===== config.mk =====
export PLATFORM = sky130hd
export DESIGN_NAME = cpu_cmd_sequencer
export DESIGN_NICKNAME = d
export VERILOG_FILES = /design/src/rtl/cpu_cmd_sequencer.sv
export SDC_FILE = /design/constraint.sdc
export NUM_CORES = 1
export LEC_CHECK = 0
export ABC_AREA = 1
export BUFFER_PORTS_ARGS = -buffer_cell sky130_fd_sc_hd__clkbuf_2
export CAP_MARGIN = 20
export CORE_ASPECT_RATIO = 1.4
export CORE_MARGIN = 8
export CORE_UTILIZATION = 45
export CTS_CLUSTER_SIZE = 28
export DETAILED_ROUTE_END_ITERATION = 8
export RECOVER_POWER = 50
export SKIP_LAST_GASP = 1
export SLEW_MARGIN = 25
export SYNTH_ARGS = -nofsm -noshare
export SYNTH_HDL_FRONTEND = slang
export SYNTH_SLANG_ARGS = --single-unit

===== constraint.sdc =====
create_clock -name clk -period 3.1 [get_ports clk]
set_input_delay 0.155 -clock clk [delete_from_list [all_inputs] [get_ports clk]]
set_output_delay 0.155 -clock clk [all_outputs]
set_load 0.01 [all_outputs]

===== src/rtl/cpu_cmd_sequencer.sv =====
// Host-to-CPU command sequencer: FIFO-buffers commands, issues them under the cpu_rdy handshake
// and holds one result for the host. Define SEQ_WATCHDOG_EN to build the busy/ready watchdog.
module cpu_cmd_sequencer #(
    parameter int WIDTH   = 8,
    parameter int DEPTH   = 4,
    parameter int BUSY_TO = 15
) (
    input  logic                 clk,
    input  logic                 reset,
    input  logic                 host_valid,
    output logic                 host_ready,
    input  logic [6:0]           host_cmd,
    input  logic [4*WIDTH-1:0]   host_data,
    output logic [6:0]           cmd_in,
    output logic [WIDTH-1:0]     din_1,
    output logic [WIDTH-1:0]     din_2,
    output logic [WIDTH-1:0]     din_3,
    output logic [WIDTH-1:0]     din_4,
    input  logic                 cpu_rdy,
    input  logic [2*WIDTH-1:0]   out_reg3,
    input  logic                 zero,
    input  logic                 error,
    output logic                 res_valid,
    input  logic                 res_ready,
    output logic [2*WIDTH-1:0]   res_data,
    output logic [2:0]           res_flags,
    output logic                 busy
);
    localparam int AW = $clog2(DEPTH);
    localparam int EW = 7 + 4*WIDTH;
    localparam logic [AW:0] FULL_CNT = (AW+1)'(DEPTH);

    typedef enum logic [2:0] {IDLE, ISSUE, WAIT_BUSY, WAIT_RDY, CAPTURE} state_t;

    state_t          state;
    logic [EW-1:0]   mem [DEPTH];
    logic [AW-1:0]   wr_ptr;
    logic [AW-1:0]   rd_ptr;
    logic [AW:0]     count;
    logic [EW-1:0]   head;
    logic            push;
    logic            pop;
    logic            timed_out;
    logic            wd_expired;

    assign host_ready = (count != FULL_CNT);
    assign push       = host_valid && host_ready && (host_cmd != 7'd0);
    // An empty FIFO forwards the incoming beat so a lone command issues on the next cycle.
    assign pop        = (state == IDLE) && cpu_rdy && (!res_valid || res_ready)
                        && ((count != '0) || push);
    assign head       = (count == '0) ? {host_cmd, host_data} : mem[rd_ptr];
    assign busy       = (state != IDLE) || (count != '0);

    // NOTE: storage carries no reset; validity is tracked by the pointers and count alone.
    always_ff @(posedge clk) begin
        if (push)
            mem[wr_ptr] <= {host_cmd, host_data};
    end

    // NOTE: every sequential block uses non-blocking assignments so all registers update together.
    always_ff @(posedge clk or negedge reset) begin
        if (!reset) begin
            wr_ptr <= '0;
            rd_ptr <= '0;
            count  <= '0;
        end else begin
            if (push)
                wr_ptr <= wr_ptr + 1'b1;
            if (pop)
                rd_ptr <= rd_ptr + 1'b1;
            if (push && !pop)
                count <= count + 1'b1;
            else if (pop && !push)
                count <= count - 1'b1;
        end
    end

`ifdef SEQ_WATCHDOG_EN
    localparam int TW = $clog2(BUSY_TO + 1);
    logic [TW-1:0] wd_cnt;

    always_ff @(posedge clk or negedge reset) begin
        if (!reset)
            wd_cnt <= '0;
        else if (state == ISSUE)
            wd_cnt <= '0;
        else if ((state == WAIT_BUSY) || (state == WAIT_RDY))
            wd_cnt <= wd_cnt + 1'b1;
    end

    assign wd_expired = (wd_cnt == TW'(BUSY_TO - 1));
`else
    // Without the watchdog the FSM waits on the CPU indefinitely.
    assign wd_expired = (BUSY_TO < 0);
`endif

    always_ff @(posedge clk or negedge reset) begin
        if (!reset) begin
            state     <= IDLE;
            cmd_in    <= '0;
            din_1     <= '0;
            din_2     <= '0;
            din_3     <= '0;
            din_4     <= '0;
            res_valid <= 1'b0;
            res_data  <= '0;
            res_flags <= '0;
            timed_out <= 1'b0;
        end else begin
            if (res_valid && res_ready)
                res_valid <= 1'b0;
            case (state)
                IDLE: begin
                    if (pop) begin
                        cmd_in    <= head[EW-1:4*WIDTH];
                        din_1     <= head[WIDTH-1:0];
                        din_2     <= head[2*WIDTH-1:WIDTH];
                        din_3     <= head[3*WIDTH-1:2*WIDTH];
                        din_4     <= head[4*WIDTH-1:3*WIDTH];
                        timed_out <= 1'b0;
                        state     <= ISSUE;
                    end
                end
                ISSUE: begin
                    cmd_in <= '0;
                    state  <= WAIT_BUSY;
                end
                WAIT_BUSY: begin
                    if (!cpu_rdy) begin
                        state <= WAIT_RDY;
                    end else if (wd_expired) begin
                        timed_out <= 1'b1;
                        state     <= CAPTURE;
                    end
                end
                WAIT_RDY: begin
                    if (cpu_rdy) begin
                        state <= CAPTURE;
                    end else if (wd_expired) begin
                        timed_out <= 1'b1;
                        state     <= CAPTURE;
                    end
                end
                CAPTURE: begin
                    res_valid <= 1'b1;
                    res_data  <= timed_out ? '0 : out_reg3;
                    res_flags <= timed_out ? 3'b100 : {1'b0, error, zero};
                    state     <= IDLE;
                end
                default: state <= IDLE;
            endcase
        end
    end
endmodule

Yosys cells after proc, flatten, opt, wreduce, memory -nomap -nowiden
Memories as Yosys holds them, arrays and structs flattened.
Index checks and enable logic that the tools add are counted.
{"block": "word_totals", "out_inout_bits": 61, "register_bits": 68, "elab_cells": 63, "input_bits": 62, "mem_count": 1, "ram_bits": 156}
{"block": "classes", "add_sub_neg": 4, "muxes": 13, "n_eq_ne": 8, "reduce_logical": 25}
{"name": "mem", "words": 4, "word_bits": 39, "rd": 1, "rd_clocked_by_memory_dff": 0, "wr": 1, "line_no": "36", "text": "logic [EW-1:0] mem [DEPTH];"}
{"operator": "39-bit two-way mux", "count": 1}
{"operator": "3-bit two-way mux", "count": 5}
{"operator": "7-bit case mux with 2 select lines", "count": 1}
{"operator": "3-bit case mux with 4 select lines", "count": 1}
{"operator": "1-bit logical AND", "count": 8}
{"operator": "7-bit two-way mux", "count": 1}
{"operator": "7-bit nonzero test", "count": 1}
{"operator": "3-bit by 2-bit == test with 1-bit output, second input constant", "count": 2}
{"operator": "3-bit zero test", "count": 2}
{"operator": "2-bit != test, second input constant", "count": 3}
{"operator": "2-bit nonzero test", "count": 3}
{"operator": "3-bit nonzero test", "count": 2}
{"operator": "2-bit by 1-bit adder with 2-bit output, second input constant", "count": 2}
{"operator": "1-bit two-way mux", "count": 4}
{"operator": "2-bit AND reduction", "count": 2}
{"operator": "3-bit by 1-bit adder with 3-bit output, second input constant", "count": 1}
{"operator": "3-bit by 1-bit == test with 1-bit output, second input constant", "count": 1}
{"operator": "3-bit == test, second input constant", "count": 1}
{"operator": "1-bit zero test", "count": 3}
{"operator": "1-bit logical OR", "count": 3}
{"operator": "3-bit != test, second input constant", "count": 1}
{"operator": "3-bit AND reduction", "count": 1}
{"operator": "3-bit by 1-bit subtractor with 3-bit output, second input constant", "count": 1}

Logic depth before layout (Yosys ltp)
Gate-level depths: netlist of the first run.
{"block": "logic_depth", "depth_word": 8, "depth_mapped": 15, "ltp_nobuf": 13}

Worst setup path after synthesis of the first run
Ideal clock, no wire load.
{"block": "synth_timing", "kind": "flip-flop to flip-flop", "start": "register count[0]", "end": "memory mem[0][0] (netlist bit), enable pin", "setup_ps": 435, "setup_slack_ps": 259, "n_path_buf": 0, "stages_incl_launch_ff": 5, "required_time_ps": 2665, "arrival_ps": 2406, "period_less_slack_ps": 2841, "cell_sequence": "dfrtp_1 > nor2_4 > a21boi_2 > nand2_4 > nor2_1"}
{"block": "synth_via", "elab_chain_cells": 5}
{"item": "from (decl)", "line_no": "39", "text": "logic [AW:0] count;"}
{"item": "from (signal assigned)", "line_no": "72", "text": "count <= count + 1'b1;"}
{"item": "from (signal assigned)", "line_no": "74", "text": "count <= count - 1'b1;"}
{"item": "3-bit != test", "line_no": "46", "text": "assign host_ready = (count != FULL_CNT);"}
{"item": "1-bit logical AND (2 in series)", "line_no": "47", "text": "assign push = host_valid && host_ready && (host_cmd != 7'd0);"}
{"item": "1-bit two-way mux", "line_no": "56", "text": "if (push)"}
{"item": "1-bit two-way mux (implied by the code)", "line_no": "57", "text": "mem[wr_ptr] <= {host_cmd, host_data};"}
{"item": "to (decl)", "line_no": "36"}
Every way passes these cells.

Worst setup path in the final report of the first run
{"block": "layout_timing", "start": "input port host_cmd[5]", "end": "register count[2]"}
{"block": "layout_via", "elab_chain_cells": 7, "word_cells_on_any_way": 10, "classes_between": "mux (1); reduce/logical (9)"}
{"item": "from (decl)", "line_no": "12", "text": "input logic [6:0] host_cmd,"}
{"item": "7-bit nonzero test (*)", "line_no": "47"}
{"item": "1-bit logical AND (*)", "line_no": "47"}
{"item": "1-bit logical OR", "line_no": "50", "text": "&& ((count != '0) || push);"}
{"item": "1-bit logical AND", "line_no": "50"}
{"item": "1-bit zero test", "line_no": "71", "text": "if (push && !pop)"}
{"item": "1-bit logical AND", "line_no": "71"}
{"item": "3-bit two-way mux / 2-bit nonzero test (equally long branches)"}
Every way passes the cells marked *; elsewhere a longest branch is shown, timed or not.
A chain may end at the register's enable or synchronous reset.

==> impl_results.md, run 1 <==
* Worst Setup End Kind: register
* Slew HR at -0.231
* Final setup vio count at 0
* Crit path launch type: input port
* Total power at 10.9 mW
* Worst Hold Class: input port to register
* Avg Synthesized Cell Area at 11.3 um^2
* Register area share after synthesis at 0.687
* Fin nets at about 1.1k
* Yosys cell types at 33
* RSZ-0062 raised after global routing: no
* Core footprint at roughly 20000 um^2
* Filler cells at between 1.5k and 2k
* Die Wd at 137 um
* Place WS at ~730 ps
* Gr usage total at 0.173
* Initial DRC count at approximately 360
* Number of max-cap violations at 1
* CTS max path bufs at 3
* Total wire length at 21.5 mm
* Layout cell share with drive strength beyond 1 at 0.156
* Highest clock rate at ~420 MHz
* Final hold vios at 0
* CTS Buf Count at 22
* CTS tree: yes
* Fin crit period at 2380 ps
* Reg-to-reg startpoint: count[1]
* Worst ir drop on vdd at 0.580 mV
* Final ANT Viol Nets at 0
* Placer's final routability congestion estimate at 0.751
* CP arrival at 2750 ps
* Placed cell count at between 1k and 1.5k
* Synthesized netlist cell count at a little over 800
* Worst Setup Slack, final at slightly above 700 ps
* Largest net degree at the start of global routing at 84
* Post-route DRC at 0
* CP Class: input port to register
* H-tree Lvls at 1
* Routed via count at between 6k and 7k
* Vias per cell at approximately 5.1
* Failing checks: max-capacitance violations, max-slew violations
* Hold Crit Endpoint: wr_ptr[0]
* Die height at 186 um
* Final Max Tran Viols at between 60 and 70
* First-pass DRT Iterations at 5
* CTS sink count at approximately 220
* Wire per inst at roughly 17 um
* Yosys warning count at 0
* Clock slew at reported path FFs at about 60 ps
* Clock latency on the worst-skew pair at about 500 ps
* First-pass GRT wire length at 35.0 mm
* Gr ovfl total at 0
* Synth top area share at 0.504
* Number of global-route vias before repair at between 6k and 7k
* Status: finished, violations left
* RR Endpoint: count[2]
* Syn_nets at approximately 900
* Initial Util at 0.456
* IO buf count at around 120
* Pwr/cell area at 962 nW/um^2
* Post-Syn Area at between 9000 and 10000 um^2
* Crit Path Max Fanout at 21
* Commonest cells after routing, fill and taps aside: 308 x nand2_1, 156 x edfxtp_1, 112 x nand3_1
* Setup_tns at 0 ps
* Die area at approximately 26000 um^2
* Initial antenna violation count at 1
* IO Pins at around 120
* FP Rows at just over 60
* Layout Skew at between 8 and 9 ps
* Area Growth Syn to Fin at 21.9%
* Final std cells w/o fill at approximately 1.3k
* Ranking of synthesized cells by area: edfxtp_1 50%, dfrtp_1 18%, nand2_1 12%
* DP Wirelength at 12.6 mm
* Hold Crit Depth at 4
* Leakage at between 4 and 5 nW
* CTS root buf: clkbuf_16
* WP data required at approximately 3500 ps
* Most common cell after layout, fill and taps aside: nand2_1
* FF+latch count, synth at around 220
* Slew of the pin with the lowest slew margin at 1850 ps
* HP Start: host_valid
* Dominant cell type by area after synthesis: edfxtp_1
* Hold Slack at about 210 ps
* Reg2Reg Depth at 11
* FF-to-FF setup slack at roughly 740 ps
* Period utilization at 0.768
==> stage by stage <==
stage	area, um^2	util
2_1_floorplan	9300	-
3_5_place_dp	10100	0.495
5_1_grt	11300	0.555
6_report	11300	0.555
4_1_cts	11400	0.559
3_3_place_gp	10100	0.495
==> what timing repair did <==
action | CTS | global route
resized for setup | 0 | 0
setup buffers | 0 | 0
hold buffers | 60 | 0
endpoints found under the hold margin | 245 | 0
==> cell families (layout without fill, tap and decap cells) <==
kind of cell / count (synthesis) / count (layout) / share of synthesized area
compound gates: 32 / 32 / 0.0201
xor+xnor: 4 / 4 / 0.00377
fa+ha+maj: 6 / 6 / 0.00888
buf+inv: 72 / 263 / 0.0398
flops: 224 / 224 / 0.687
mux: 19 / 19 / 0.0230
other cells: 1 / 2 / 0.000403
simple gates: 467 / 467 / 0.217
==> how the worst max path moves through the flow <==
| stage | start | end | slack, ps | cells after the start |
|---|---|---|---|---|
| floorplan | count[0] | mem[0][0] | 260 | 4 |
| global placement | count[1] | count[2] | 750 | 11 |
| detailed placement | count[1] | count[2] | 730 | 11 |
| CTS | count[0] | count[2] | 720 | 11 |
| global route | host_cmd[4] | count[2] | 460 | 15 |
| finish | host_cmd[5] | count[2] | 720 | 15 |
==> synthesized netlist by cell type <==
| master | count |
|---|---|
| buf_1 | 3 |
| inv_4 | 2 |
| xor2_1 | 3 |
| clkbuf_1 | 10 |
| nand3_1 | 112 |
| edfxtp_1 | 156 |
| a31oi_1 | 1 |
| ha_1 | 5 |
| xnor2_1 | 1 |
| o211ai_1 | 3 |
| dfrtp_1 | 68 |
| buf_4 | 5 |
| buf_2 | 21 |
| o21ai_2 | 3 |
| or2_2 | 1 |
| nand2_1 | 308 |
| buf_8 | 1 |
| buf_6 | 3 |
| mux2_2 | 19 |
| nor2_4 | 1 |
| nand2_2 | 13 |
| a21boi_2 | 1 |
| nor2_1 | 18 |
| inv_1 | 26 |
| nand2_4 | 4 |
| fa_1 | 1 |
| o21ai_0 | 19 |
| conb_1 | 1 |
| buf_12 | 1 |
| nor2_2 | 2 |
| a21oi_1 | 5 |
| nand3_2 | 7 |
| nand4_1 | 1 |
==> sequential cells by signal, indices dropped and copies added (netlist names), 3 cells and up <==
signal and count:
res_data 16, state 3, mem 156, cmd_in 7, din_2 8, din_3 8
din_4 8, count 3, din_1 8
==> critical path, cell delays in order <==
cell,delay (ps)
dlygate4sd3_1,540
clkbuf_1,150
inv_1,90
nand2_1,60
nor2_1,110
nand2_1,100
nand2_4,170
nand2_4,70
nand2_4,250
ha_1,210
inv_1,60
fa_1,370
a21oi_1,140
o21ai_0,110
xor2_1,150
==> report_power, final <==
group	switching, mW	internal [mW]	leakage [nW]
clock network	1.09	1.56	0.343
registers	0.342	4.08	2.26
logic	2.55	1.27	2.11
==> cell type report <==
class / instances / area, um^2 / area share
Tap cell: 256 / 320 / 0.0283
Sequential cell: 224 / 6390 / 0.564
Antenna cell: 1 / 2.50 / 0.000221
Timing Repair Buffer: 195 / 1230 / 0.108
Multi-Input combinational cell: 529 / 2570 / 0.227
Clock inverter: 7 / 90.1 / 0.00795
Clock buffer: 33 / 623 / 0.0550
Inverter: 28 / 110 / 0.00972
==> metal layers <==
layer	share of wire	global-route usage
met1	0.41	0.210
met2	0.51	0.304
met3	0.064	0.0367
met4	0.013	0.0423
met5	0	0
Power figures use the tool's default switching activity.
==> run 2, diff against run 1 <==
- PLACE_DENSITY: not set -> 0.67
- clock period: 3.1 -> 2 ns (I/O delays scaled with it)
==> run 2 against run 1 <==
  * The flow now finishes without violations
  * Worst setup slack got worse by 620 ps
  * Clock skew fell by 1.8 ps
  * Sequential share of layout area fell by 0.96 points
  * Flip-flop and latch count did not move
  * Final area rose by 1.8%
  * Clock-buffer cell count fell by 4
  * Sequential power rose by 55%
  * Global-route usage fell by 0.31 points
  * Largest power group unchanged
==> impl_results.md, run 2 (synthesis results as in run 1) <==
* Status: completed
* IO Pins at 123 (unchanged)
* Wire per inst at 16.6 um (-2.0%)
* Final setup vio count at 0 (unchanged)
* Place WS at 51.5 ps (-678 ps)
* Worst Hold Class: input port to register
* P_int at 11.0 mW (+59%)
* CTS sink count at 224 (unchanged)
* Commonest cells after routing, fill and taps aside: 308 x nand2_1, 156 x edfxtp_1, 112 x nand3_1
* Die height at 186 um (unchanged)
* CTS tree: yes
* Post-route DRC at 0 (unchanged)
* Slew HR at 0.335 (+0.566)
* Initial Util at 0.456 (unchanged)
* HP Start: host_valid
* Crit Path Max Fanout at 5 (-76%)
* Initial DRC count at 410 (+15%)
* Initial antenna violation count at 0 (-1)
* Final core utilization at 0.565 (+0.00987)
* Fin crit period at 1900 ps
* Worst Setup Slack, final at 98.1 ps (-620 ps)
* Placer's final routability congestion estimate at 0.728 (-3.0%)
* WP data required at 2370 ps (-1100 ps)
* Top Registers: mem: 156 flops, res_data: 16 flops
* Most common cell after layout, fill and taps aside: nand2_1
* Gr ovfl total at 0 (unchanged)
* Setup_tns at 0 ps (unchanged)
* IO buf count at 121 (unchanged)
* Die area at 25600 um^2 (unchanged)
* Final Max Tran Viols at 0 (-100%)
* Sw frac at 0.360 (-0.00517)
* CP arrival at 2270 ps (-480 ps)
* Highest clock rate at approximately 530 MHz
* Final ANT Viol Nets at 0 (unchanged)
* Core footprint at 20400 um^2 (unchanged)
* Pwr/cell area at 1490 nW/um^2 (+55%)
* CP Class: register to register
* Metal2 WL at 11.2 mm (+2.2%)
* Max FFs per register at 156 (unchanged)
* Largest net degree at the start of global routing at 59 (-30%)
* Critical path startpoint: state[0]
* Crit path launch type: register
* Layout Skew at 6.67 ps (-1.78 ps)
* Combinational share of power at 0.363 (+0.012)
* DP Wirelength at 12.6 mm (+0.67%)
* Slew of the pin with the lowest slew margin at 998 ps (-849 ps)
* Leakage at 4.80 nW (+1.9%)
* Sequential share of power at 0.399 (-0.007)
* Reg-to-reg startpoint: state[0]
* Routed via count at 6439 (+0.093%)
* Gr usage total at 0.170 (-0.00309)
* DR WL met3 at 1.20 mm (-13%)
* Number of global-route vias before repair at 6688 (-1.5%)
* Filler cells at 1723 (-4.0%)
* Clock latency on the worst-skew pair at 490 ps (about the same)
* # Post-CTS Setup Buffers at 0 (unchanged)
* Area after DPL at 10300 um^2 (+1.8%)
* Layout cell share with drive strength beyond 1 at 0.171 (+0.0149)
* RSZ-0062 raised after global routing: no
* CTS Buf Count at 22 (unchanged)
* Worst ir drop on vdd at 0.876 mV (+51%)
* FP Rows at 62 (unchanged)
* Finished Cell Area at 11500 um^2 (+1.8%)
* Total power at 17.2 mW (+58%)
* Period utilization at 0.951
* Total wire length at 21.3 mm (-1.2%)
* First-pass DRT Iterations at 4 (-1)
* Top sig layer: met4
* Die Wd at 137 um (unchanged)
* Clock slew at reported path FFs at 60 ps (about the same)
* M1 wire length at 8.53 mm (-3.8%)
* Area Growth Syn to Fin at 24.1%
* Diodes inserted at 0 (-1)
* H-tree Lvls at 1 (unchanged)
* First-pass GRT wire length at 34.3 mm (-1.8%)
* Worst Setup End Kind: register
* Number of max-cap violations at 0 (-1)
* NetSw at 6.19 mW (+55%)
* CTS root buf: clkbuf_16
* CTS max path bufs at 3 (unchanged)
* Clock share of power at 0.238 (-0.005)
* Fin nets at 1079 (+1.0%)
* Final hold vios at 0 (unchanged)
* Top reg by flops: mem
* Vias per cell at 5.02 (-0.69%)
[run 2: cell types whose count changed in the layout (fill, tap and decap cells not counted), moves of 2 or more]
cell	delta
clkinv_1	+4
clkbuf_2	+3
dfrtp_1	-2
buf_12	+8
dfrtp_2	+2
clkbuf_1	-5
[run 2: final cells by class]
type	count	area [um^2]	area share
multi-input cells	529	2580	0.224
flip-flops and latches	224	6390	0.554
repair buffers	206	1410	0.122
clock buffers	29	618	0.0536
inverters	28	110	0.00955
well taps	256	320	0.0278
clock inverters	11	103	0.00890
[run 2: path summary, 6_finish.rpt]
kind                        endpoint  slack [ps]  depth (start not counted)
max reg2reg                 count[1]         100                          8
max in group asynchronous   state[2]         640                          3
min in group asynchronous   din_2[0]         310                          2
min                        wr_ptr[0]         260                          5
max                         count[1]         100                          8
min reg2reg                 din_4[7]         480                          2
[run 2: what timing repair did]
item,CTS,global route
setup endpoints to repair,1,5
gates resized for setup,2,4
hold buffers,60,0
endpoints found under the hold margin,238,0
[run 2: per-stage QoR]
step | std cells | hold slack, ps
2_1_floorplan | 825 | -196
3_3_place_gp | 1183 | 97.6
3_5_place_dp | 1183 | 116
4_1_cts | 1283 | 141
5_1_grt | 1283 | 274
6_report | 1283 | 259
[run 2: critical path, cell delays in order (launching register included)]
cell and delay (ps):
dfrtp_1 420, nor2_2 130, nand2_1 90, nor2_2 160, nand2_4 80, ha_4 150
inv_2 60, fa_2 420, mux2_2 270
[run 2: power groups by stage]
stage               clock [mW]  sequential [mW]  combinational, mW
floorplan                    0             7.13               3.92
global placement             0             6.89               6.18
detailed placement           0             6.93               6.31
CTS                       4.20             6.84               6.44
global route              4.38             6.98               7.11
finish                    4.09             6.84               6.23
[run 2: per-layer routing]
metal	up-vias	global-route usage
met5	-	0
met4	0	0.0401
met3	24	0.0346
met1	3120	0.200
li1	3144	-
met2	151	0.308
